<file path="config.mk">
export PLATFORM = sky130hd
export DESIGN_NAME = lc3_control_flat
export DESIGN_NICKNAME = d
export VERILOG_FILES = /design/src/rtl/lc3_pkg.sv /design/src/rtl/lc3_control_if.sv /design/src/rtl/lc3_ctrl_decode.sv /design/src/rtl/lc3_control.sv /design/src/flat_wrapper.sv
export SDC_FILE = /design/constraint.sdc
export NUM_CORES = 1
export LEC_CHECK = 0
export CORE_MARGIN = 1.5
export CORE_UTILIZATION = 30
export CTS_CLUSTER_DIAMETER = 80
export DETAILED_ROUTE_END_ITERATION = 10
export GPL_ROUTABILITY_DRIVEN = 0
export PLACE_DENSITY = 0.7
export SYNTH_ARGS = -nofsm -noshare
export SYNTH_HDL_FRONTEND = slang
export SYNTH_SLANG_ARGS = --single-unit
</file>
<file path="constraint.sdc">
create_clock -name clk -period 3.36 [get_ports clk]
set_input_delay 0.672 -clock clk [delete_from_list [all_inputs] [get_ports clk]]
set_output_delay 0.672 -clock clk [all_outputs]
set_load 0.05 [all_outputs]
</file>
<file path="src/rtl/lc3_pkg.sv">
// Purpose : shared encodings for the LC-3 control unit (opcodes, FSM states, mux selects, control word).
// Latency : n/a (constants and types only).
// Backpressure: n/a.
package lc3_pkg;

    // Opcodes (IR[15:12]) of the supported subset
    localparam logic [3:0] OP_BR  = 4'b0000;
    localparam logic [3:0] OP_ADD = 4'b0001;
    localparam logic [3:0] OP_LD  = 4'b0010;
    localparam logic [3:0] OP_ST  = 4'b0011;
    localparam logic [3:0] OP_AND = 4'b0101;
    localparam logic [3:0] OP_LDR = 4'b0110;
    localparam logic [3:0] OP_STR = 4'b0111;
    localparam logic [3:0] OP_NOT = 4'b1001;
    localparam logic [3:0] OP_JMP = 4'b1100;
    localparam logic [3:0] OP_LEA = 4'b1110;

    // FSM states
    localparam logic [3:0] S_FETCH0   = 4'd0;
    localparam logic [3:0] S_FETCH1   = 4'd1;
    localparam logic [3:0] S_FETCH2   = 4'd2;
    localparam logic [3:0] S_DECODE   = 4'd3;
    localparam logic [3:0] S_EXEC_ALU = 4'd4;
    localparam logic [3:0] S_BR       = 4'd5;
    localparam logic [3:0] S_JMP      = 4'd6;
    localparam logic [3:0] S_LEA      = 4'd7;
    localparam logic [3:0] S_ADDR     = 4'd8;
    localparam logic [3:0] S_MEMRD    = 4'd9;
    localparam logic [3:0] S_LOADREG  = 4'd10;
    localparam logic [3:0] S_STMDR    = 4'd11;
    localparam logic [3:0] S_MEMWR    = 4'd12;
    localparam logic [3:0] S_HALT     = 4'd13;

    // PC mux
    localparam logic [1:0] SELPC_INC = 2'b00;
    localparam logic [1:0] SELPC_EAB = 2'b01;
    localparam logic [1:0] SELPC_BUS = 2'b10;

    // EAB offset mux
    localparam logic [1:0] EAB2_ZERO  = 2'b00;
    localparam logic [1:0] EAB2_OFF6  = 2'b01;
    localparam logic [1:0] EAB2_OFF9  = 2'b10;
    localparam logic [1:0] EAB2_OFF11 = 2'b11;

    // ALU function
    localparam logic [1:0] ALUK_ADD   = 2'b00;
    localparam logic [1:0] ALUK_AND   = 2'b01;
    localparam logic [1:0] ALUK_NOT   = 2'b10;
    localparam logic [1:0] ALUK_PASSA = 2'b11;

    // Full control word produced by the output decode each cycle
    typedef struct packed {
        logic       ldMAR;
        logic       ldMDR;
        logic       ldIR;
        logic       ldPC;
        logic       ldREG;
        logic       ldCC;
        logic       gatePC;
        logic       gateMDR;
        logic       gateALU;
        logic       gateMARMUX;
        logic [1:0] selPC;
        logic       selEAB1;
        logic [1:0] selEAB2;
        logic       SR1sel;
        logic [1:0] aluK;
        logic       memEn;
        logic       memWE;
        logic       halted;
    } ctrl_t;

    function automatic logic is_load(input logic [3:0] op);
        return (op == OP_LD) || (op == OP_LDR);
    endfunction

endpackage

</file>
<file path="src/rtl/lc3_control_if.sv">
// Purpose : bundle between LC-3 control unit (master) and datapath/memory (slave).
// Latency : n/a (wires only).
// Backpressure: memReady from the slave stretches memory states; nothing else stalls.
interface lc3_control_if;
    logic [15:0] IR;
    logic        N, Z, P;
    logic        memReady;
    logic        ldMAR, ldMDR, ldIR, ldPC, ldREG, ldCC;
    logic        gatePC, gateMDR, gateALU, gateMARMUX;
    logic [1:0]  selPC;
    logic        selEAB1;
    logic [1:0]  selEAB2;
    logic        SR1sel;
    logic [1:0]  aluK;
    logic        memEn, memWE;
    logic        halted;

    modport master (
        input  IR, N, Z, P, memReady,
        output ldMAR, ldMDR, ldIR, ldPC, ldREG, ldCC,
        output gatePC, gateMDR, gateALU, gateMARMUX,
        output selPC, selEAB1, selEAB2, SR1sel, aluK,
        output memEn, memWE, halted
    );

    modport slave (
        output IR, N, Z, P, memReady,
        input  ldMAR, ldMDR, ldIR, ldPC, ldREG, ldCC,
        input  gatePC, gateMDR, gateALU, gateMARMUX,
        input  selPC, selEAB1, selEAB2, SR1sel, aluK,
        input  memEn, memWE, halted
    );
endinterface

</file>
<file path="src/rtl/lc3_ctrl_decode.sv">
// Purpose : combinational control-word decode from (state, IR[15:9], NZP, memReady, reset).
// Latency : 0 cycles, purely combinational.
// Backpressure: ldMDR follows memReady in memory-read waits; no storage here.
// Ports   : i_rst_n (zeroes everything while low), i_state, i_ir_hi = IR[15:9],
//           i_n/i_z/i_p flags, i_mem_ready, o_ctrl control word.
module lc3_ctrl_decode
    import lc3_pkg::*;
(
    input  logic        i_rst_n,
    input  logic [3:0]  i_state,
    input  logic [15:9] i_ir_hi,
    input  logic        i_n,
    input  logic        i_z,
    input  logic        i_p,
    input  logic        i_mem_ready,
    output ctrl_t       o_ctrl
);
    logic [3:0] w_op;
    assign w_op = i_ir_hi[15:12];

    always_comb begin
        o_ctrl = '0;
        // Reset overrides the FETCH0 decode so nothing is loaded while held.
        if (i_rst_n) begin
            case (i_state)
                S_FETCH0: begin
                    o_ctrl.gatePC = 1'b1;
                    o_ctrl.ldMAR  = 1'b1;
                    o_ctrl.ldPC   = 1'b1;
                    o_ctrl.selPC  = SELPC_INC;
                end
                S_FETCH1, S_MEMRD: begin
                    o_ctrl.memEn = 1'b1;
                    o_ctrl.ldMDR = i_mem_ready;
                end
                S_FETCH2: begin
                    o_ctrl.gateMDR = 1'b1;
                    o_ctrl.ldIR    = 1'b1;
                end
                S_EXEC_ALU: begin
                    o_ctrl.SR1sel  = 1'b1;
                    o_ctrl.gateALU = 1'b1;
                    o_ctrl.ldREG   = 1'b1;
                    o_ctrl.ldCC    = 1'b1;
                    case (w_op)
                        OP_AND:  o_ctrl.aluK = ALUK_AND;
                        OP_NOT:  o_ctrl.aluK = ALUK_NOT;
                        default: o_ctrl.aluK = ALUK_ADD;
                    endcase
                end
                S_BR: begin
                    o_ctrl.selEAB1 = 1'b0;
                    o_ctrl.selEAB2 = EAB2_OFF9;
                    o_ctrl.selPC   = SELPC_EAB;
                    o_ctrl.ldPC    = (i_ir_hi[11] & i_n) | (i_ir_hi[10] & i_z) | (i_ir_hi[9] & i_p);
                end
                S_JMP: begin
                    o_ctrl.SR1sel  = 1'b1;
                    o_ctrl.aluK    = ALUK_PASSA;
                    o_ctrl.gateALU = 1'b1;
                    o_ctrl.selPC   = SELPC_BUS;
                    o_ctrl.ldPC    = 1'b1;
                end
                S_LEA: begin
                    o_ctrl.selEAB1    = 1'b0;
                    o_ctrl.selEAB2    = EAB2_OFF9;
                    o_ctrl.gateMARMUX = 1'b1;
                    o_ctrl.ldREG      = 1'b1;
                    o_ctrl.ldCC       = 1'b1;
                end
                S_ADDR: begin
                    o_ctrl.gateMARMUX = 1'b1;
                    o_ctrl.ldMAR      = 1'b1;
                    // Register-relative forms use Ra + offset6, others PC + offset9
                    if (w_op == OP_LDR || w_op == OP_STR) begin
                        o_ctrl.selEAB1 = 1'b1;
                        o_ctrl.selEAB2 = EAB2_OFF6;
                    end else begin
                        o_ctrl.selEAB1 = 1'b0;
                        o_ctrl.selEAB2 = EAB2_OFF9;
                    end
                end
                S_LOADREG: begin
                    o_ctrl.gateMDR = 1'b1;
                    o_ctrl.ldREG   = 1'b1;
                    o_ctrl.ldCC    = 1'b1;
                end
                S_STMDR: begin
                    o_ctrl.SR1sel  = 1'b0;
                    o_ctrl.aluK    = ALUK_PASSA;
                    o_ctrl.gateALU = 1'b1;
                    o_ctrl.ldMDR   = 1'b1;
                end
                S_MEMWR: begin
                    o_ctrl.memEn = 1'b1;
                    o_ctrl.memWE = 1'b1;
                end
                S_HALT: o_ctrl.halted = 1'b1;
                default: ;
            endcase
        end
    end
endmodule

</file>
<file path="src/rtl/lc3_control.sv">
// Purpose : LC-3 multi-cycle control FSM (fetch/decode/execute) driving datapath and memory handshake.
// Latency : 5 cycles for ALU/BR/JMP/LEA, 7 for loads/stores, +1 per memory wait cycle.
// Backpressure: memory states hold until memReady; unsupported opcode parks in HALT until reset.
// Ports   : clk, rst (async active-low), bus (lc3_control_if.master: IR/NZP/memReady in, controls out).
module lc3_control
    import lc3_pkg::*;
(
    input  logic          clk,
    input  logic          rst,
    lc3_control_if.master bus
);
    logic [3:0] r_state;
    logic [3:0] w_next;
    logic [3:0] w_op;
    ctrl_t      w_ctrl;
    logic       w_unused_ir;

    assign w_op        = bus.IR[15:12];
    assign w_unused_ir = &{1'b0, bus.IR[8:0]};

    always_ff @(posedge clk or negedge rst) begin
        if (!rst) r_state <= S_FETCH0;
        else      r_state <= w_next;
    end

    always_comb begin
        w_next = r_state;
        case (r_state)
            S_FETCH0: w_next = S_FETCH1;
            S_FETCH1: if (bus.memReady) w_next = S_FETCH2;
            S_FETCH2: w_next = S_DECODE;
            S_DECODE: begin
                case (w_op)
                    OP_ADD, OP_AND, OP_NOT:         w_next = S_EXEC_ALU;
                    OP_BR:                          w_next = S_BR;
                    OP_JMP:                         w_next = S_JMP;
                    OP_LEA:                         w_next = S_LEA;
                    OP_LD, OP_ST, OP_LDR, OP_STR:   w_next = S_ADDR;
                    default:                        w_next = S_HALT;
                endcase
            end
            S_EXEC_ALU, S_BR, S_JMP, S_LEA, S_LOADREG: w_next = S_FETCH0;
            S_ADDR:   w_next = is_load(w_op) ? S_MEMRD : S_STMDR;
            S_MEMRD:  if (bus.memReady) w_next = S_LOADREG;
            S_STMDR:  w_next = S_MEMWR;
            S_MEMWR:  if (bus.memReady) w_next = S_FETCH0;
            S_HALT:   w_next = S_HALT;
            default:  w_next = S_FETCH0;
        endcase
    end

    lc3_ctrl_decode u_decode (
        .i_rst_n     (rst),
        .i_state     (r_state),
        .i_ir_hi     (bus.IR[15:9]),
        .i_n         (bus.N),
        .i_z         (bus.Z),
        .i_p         (bus.P),
        .i_mem_ready (bus.memReady),
        .o_ctrl      (w_ctrl)
    );

    assign bus.ldMAR      = w_ctrl.ldMAR;
    assign bus.ldMDR      = w_ctrl.ldMDR;
    assign bus.ldIR       = w_ctrl.ldIR;
    assign bus.ldPC       = w_ctrl.ldPC;
    assign bus.ldREG      = w_ctrl.ldREG;
    assign bus.ldCC       = w_ctrl.ldCC;
    assign bus.gatePC     = w_ctrl.gatePC;
    assign bus.gateMDR    = w_ctrl.gateMDR;
    assign bus.gateALU    = w_ctrl.gateALU;
    assign bus.gateMARMUX = w_ctrl.gateMARMUX;
    assign bus.selPC      = w_ctrl.selPC;
    assign bus.selEAB1    = w_ctrl.selEAB1;
    assign bus.selEAB2    = w_ctrl.selEAB2;
    assign bus.SR1sel     = w_ctrl.SR1sel;
    assign bus.aluK       = w_ctrl.aluK;
    assign bus.memEn      = w_ctrl.memEn;
    assign bus.memWE      = w_ctrl.memWE;
    assign bus.halted     = w_ctrl.halted;
endmodule

</file>
<file path="src/flat_wrapper.sv">
// flat-port wrapper written by rule: the top's interface ports become plain ports
module lc3_control_flat import lc3_pkg::*;
  (clk, rst, bus_IR, bus_N, bus_Z, bus_P, bus_memReady, bus_ldMAR, bus_ldMDR, bus_ldIR, bus_ldPC, bus_ldREG, bus_ldCC, bus_gatePC, bus_gateMDR, bus_gateALU, bus_gateMARMUX, bus_selPC, bus_selEAB1, bus_selEAB2, bus_SR1sel, bus_aluK, bus_memEn, bus_memWE, bus_halted);
  lc3_control_if bus_i ();
  input  logic clk;
  input  logic rst;
  input wire logic [$bits(bus_i.IR)-1:0] bus_IR;
  input wire logic [$bits(bus_i.N)-1:0] bus_N;
  input wire logic [$bits(bus_i.Z)-1:0] bus_Z;
  input wire logic [$bits(bus_i.P)-1:0] bus_P;
  input wire logic [$bits(bus_i.memReady)-1:0] bus_memReady;
  output wire logic [$bits(bus_i.ldMAR)-1:0] bus_ldMAR;
  output wire logic [$bits(bus_i.ldMDR)-1:0] bus_ldMDR;
  output wire logic [$bits(bus_i.ldIR)-1:0] bus_ldIR;
  output wire logic [$bits(bus_i.ldPC)-1:0] bus_ldPC;
  output wire logic [$bits(bus_i.ldREG)-1:0] bus_ldREG;
  output wire logic [$bits(bus_i.ldCC)-1:0] bus_ldCC;
  output wire logic [$bits(bus_i.gatePC)-1:0] bus_gatePC;
  output wire logic [$bits(bus_i.gateMDR)-1:0] bus_gateMDR;
  output wire logic [$bits(bus_i.gateALU)-1:0] bus_gateALU;
  output wire logic [$bits(bus_i.gateMARMUX)-1:0] bus_gateMARMUX;
  output wire logic [$bits(bus_i.selPC)-1:0] bus_selPC;
  output wire logic [$bits(bus_i.selEAB1)-1:0] bus_selEAB1;
  output wire logic [$bits(bus_i.selEAB2)-1:0] bus_selEAB2;
  output wire logic [$bits(bus_i.SR1sel)-1:0] bus_SR1sel;
  output wire logic [$bits(bus_i.aluK)-1:0] bus_aluK;
  output wire logic [$bits(bus_i.memEn)-1:0] bus_memEn;
  output wire logic [$bits(bus_i.memWE)-1:0] bus_memWE;
  output wire logic [$bits(bus_i.halted)-1:0] bus_halted;
  assign bus_i.IR = bus_IR;
  assign bus_i.N = bus_N;
  assign bus_i.Z = bus_Z;
  assign bus_i.P = bus_P;
  assign bus_i.memReady = bus_memReady;
  assign bus_ldMAR = bus_i.ldMAR;
  assign bus_ldMDR = bus_i.ldMDR;
  assign bus_ldIR = bus_i.ldIR;
  assign bus_ldPC = bus_i.ldPC;
  assign bus_ldREG = bus_i.ldREG;
  assign bus_ldCC = bus_i.ldCC;
  assign bus_gatePC = bus_i.gatePC;
  assign bus_gateMDR = bus_i.gateMDR;
  assign bus_gateALU = bus_i.gateALU;
  assign bus_gateMARMUX = bus_i.gateMARMUX;
  assign bus_selPC = bus_i.selPC;
  assign bus_selEAB1 = bus_i.selEAB1;
  assign bus_selEAB2 = bus_i.selEAB2;
  assign bus_SR1sel = bus_i.SR1sel;
  assign bus_aluK = bus_i.aluK;
  assign bus_memEn = bus_i.memEn;
  assign bus_memWE = bus_i.memWE;
  assign bus_halted = bus_i.halted;
  lc3_control u_core (.clk(clk), .rst(rst), .bus(bus_i));
endmodule
</file>
==> results.md <==
* Total Nets Final at 151
* Clock Skews at 0.00449 ns
* Vias in the first global route at 714
* Clock Sinks at 4
* Largest net degree at the start of global routing at 20
* Area grow syn2layout at 55.5%
* HP Class: primary input to async pin
* Synth Warn # at 0
* Period utilization at between 80% and 90%
* Top reg by flops: u_core.r_state
* Finished Layout Cells at approximately 160
* Synth top area share at 13.7%
* CP Capture Type: primary output
* Die W at 52.4 um
* Slew Limit Fails at 0
* Worst-margin pin slew at 0.660 ns
* Max-cap viol count at 0
* Max VDD drop at 0.373 mV
* Static Leakage at approximately 0.00044 uW
* # IOs at 43
* Initial DRC count at 21
* Required @ worst endpoint at 2.69 ns
* Root Driver: clkbuf_4
* Max reg flops at 4
* Worst-path fanout max at 4
* Mean Syn Cell Area at 7.41 um2
* Final global-route overflow total at 0
* First-pass GRT wire length at approximately 3.3 mm
* Footprint of the multi-input gates at ~540 um2
* Post-Syn Instances at 99
* End of the worst register-to-register path: u_core.r_state[1]
* Via count at 827
* Worst r2r path cells at 4
* Cell Area, Synth at 733 um2
* # H-tree levels at 1
* Reg2reg start: u_core.r_state[2]
* Fmax at 348 MHz
* Setup Fix Bufs, Post-CTS at 0
* Share of layout cells above drive strength 1 at 26.8%
* Full die area at 2750 um2
* Top flop regs: u_core.r_state: 4 flops
* Slew Limit Headroom at a little under three fifths
* Final worst setup slack at a little under 0.5 ns
* Hpwl dp at between 1.5 and 2 mm
* RSZ-0062 raised after global routing: false
* FF/Latch Area at 100 um2
* Synth area leaders: dfrtp_1, nor2_1, nand2b_1
* Die Height at 52.4 um
* Antenna diodes at 0
* Fin crit period at 2.88 ns
* Post-layout util at between 50 and 60%
* Core ar. at roughly 2300 um2
* Switch Pwr at 512 uW
* Status: complete, no violations
* Sequential area share after synthesis at between 10% and 20%
* Clock latency on the worst-skew pair at about 0.24 ns
* Final setup TNS at 0 ns
* Yosys cell types at 40
* Sequential share of power at around 22%
* Port bufs at 33
* Power per cell area at 778 nW/um2
* Cell taking the most area after synthesis: dfrtp_1
* Power Internal at 374 uW
* Hold slack final at 0.789 ns
* Reg2Reg Setup Slack at 1.72 ns
* CTS buffer count at 3
* DRC at 0
* Via density at 5.34
* Post-CTS Resized at 0
* Setup violations, final at 0
* Final ANT Viol Nets at 0
* Post-Syn Nets at 121
* Switching part of the total at 57.8%
* CTS max path bufs at 2
* Placed Cells at 152
* CP Launch Type: primary input
* Clk pin slew, worst setup/hold paths at 0.04 ns
* Post-synthesis register bit count at 4
* Pre-Repair DR Iteration Count at 4
* Fill count at 228
* Cts-stage hold buffer count at 0
* Crit path arrival time at 2.20 ns
* CTS tree: done
* # rows at 17
* Initial Util at 32.5%
* Combinational share of power at a little under three quarters
* Initial antenna violation count at 0
* Clock share of power at ~6.7%
* Drt total wl at ~2 mm
* Commonest non-fill, non-tap cells in the layout: nor2_1, clkdlybuf4s50_1, buf_12, buf_4, nand2_1
* Final Hold Vio Count at 0
* Wire length per cell at 12.6 um
* All-Layer GR Usage at 15.8%
* Worst slack at placement at 0.494 ns
* Worst setup path class: primary input to primary output
-- critical path, stage by stage --
cell             delay (ns)
clkdlybuf4s50_1        0.50
nand2b_1               0.13
nor3_2                 0.30
nand2_1                0.09
nor2_1                 0.32
buf_12                 0.19
-- Yosys cell counts, drive strengths merged --
library cell  count
o311ai            1
nand3b            3
dfrtp             4
nand2             8
o2bb2ai           1
o211a             1
nor2             12
o21bai            1
buf               9
mux2i             2
o21a              1
a21oi             6
a221oi            2
nor4              3
nand3             2
nand2b            8
a211o             1
a222oi            1
nor3b             1
a21o              1
o32ai             1
nor3              8
o21ai             8
or2               1
a2111oi           1
a211oi            3
inv               4
a22o              1
nor2b             3
nor4b             1
-- worst max-delay path by stage --
stage / slack [ns] / from / endpoint / cells after the start
6_report: 0.48 / rst / bus_selEAB1 / 6
5_1_grt: 0.41 / rst / bus_selEAB1 / 6
4_1_cts: 0.47 / rst / bus_selEAB1 / 6
3_5_place_dp: 0.49 / rst / bus_selEAB1 / 6
3_3_place_gp: 0.49 / rst / bus_selEAB1 / 6
2_1_floorplan: 0.1 / rst / bus_selEAB2[0] / 5
-- cells by family (layout without fill, tap and decap cells) --
| group | count (synthesis) | after routing | share of synthesized area [%] |
|---|---|---|---|
| mux | 2 | 2 | 2.73 |
| compound gates | 30 | 30 | 29.7 |
| buf+inv | 13 | 41 | 12.1 |
| flops | 4 | 4 | 13.7 |
| simple gates | 50 | 50 | 41.8 |
-- power groups by stage --
stage                     clock, uW  combinational [uW]  sequential [uW]
after floorplan                   0                 592             86.0
after global placement            0                 623              195
after detailed placement          0                 627              197
after CTS                      61.2                 629              197
after global routing           68.4                 673              210
final                          59.8                 628              199
-- routing by layer --
layer	routed length, um	track usage (%)	vias up
met2	999	25.0	23
li1	-	-	421
met3	74	2.57	4
met1	856	20.8	379
met5	0	0	-
met4	29	7.26	0
-- cell type report --
class	instances	area share, %
repair buffers	34	37.1
clock buffers	3	1.98
inverters	4	1.32
multi-input cells	82	47.7
flip-flops and latches	4	8.78
well taps	28	3.07
-- stage by stage --
stage,total power (uW),cell area [um2]
2_1_floorplan,678,733
3_3_place_gp,818,1120
3_5_place_dp,824,1120
4_1_cts,887,1140
5_1_grt,951,1140
6_report,886,1140
Note: power is estimated with default switching activity, not from simulation.
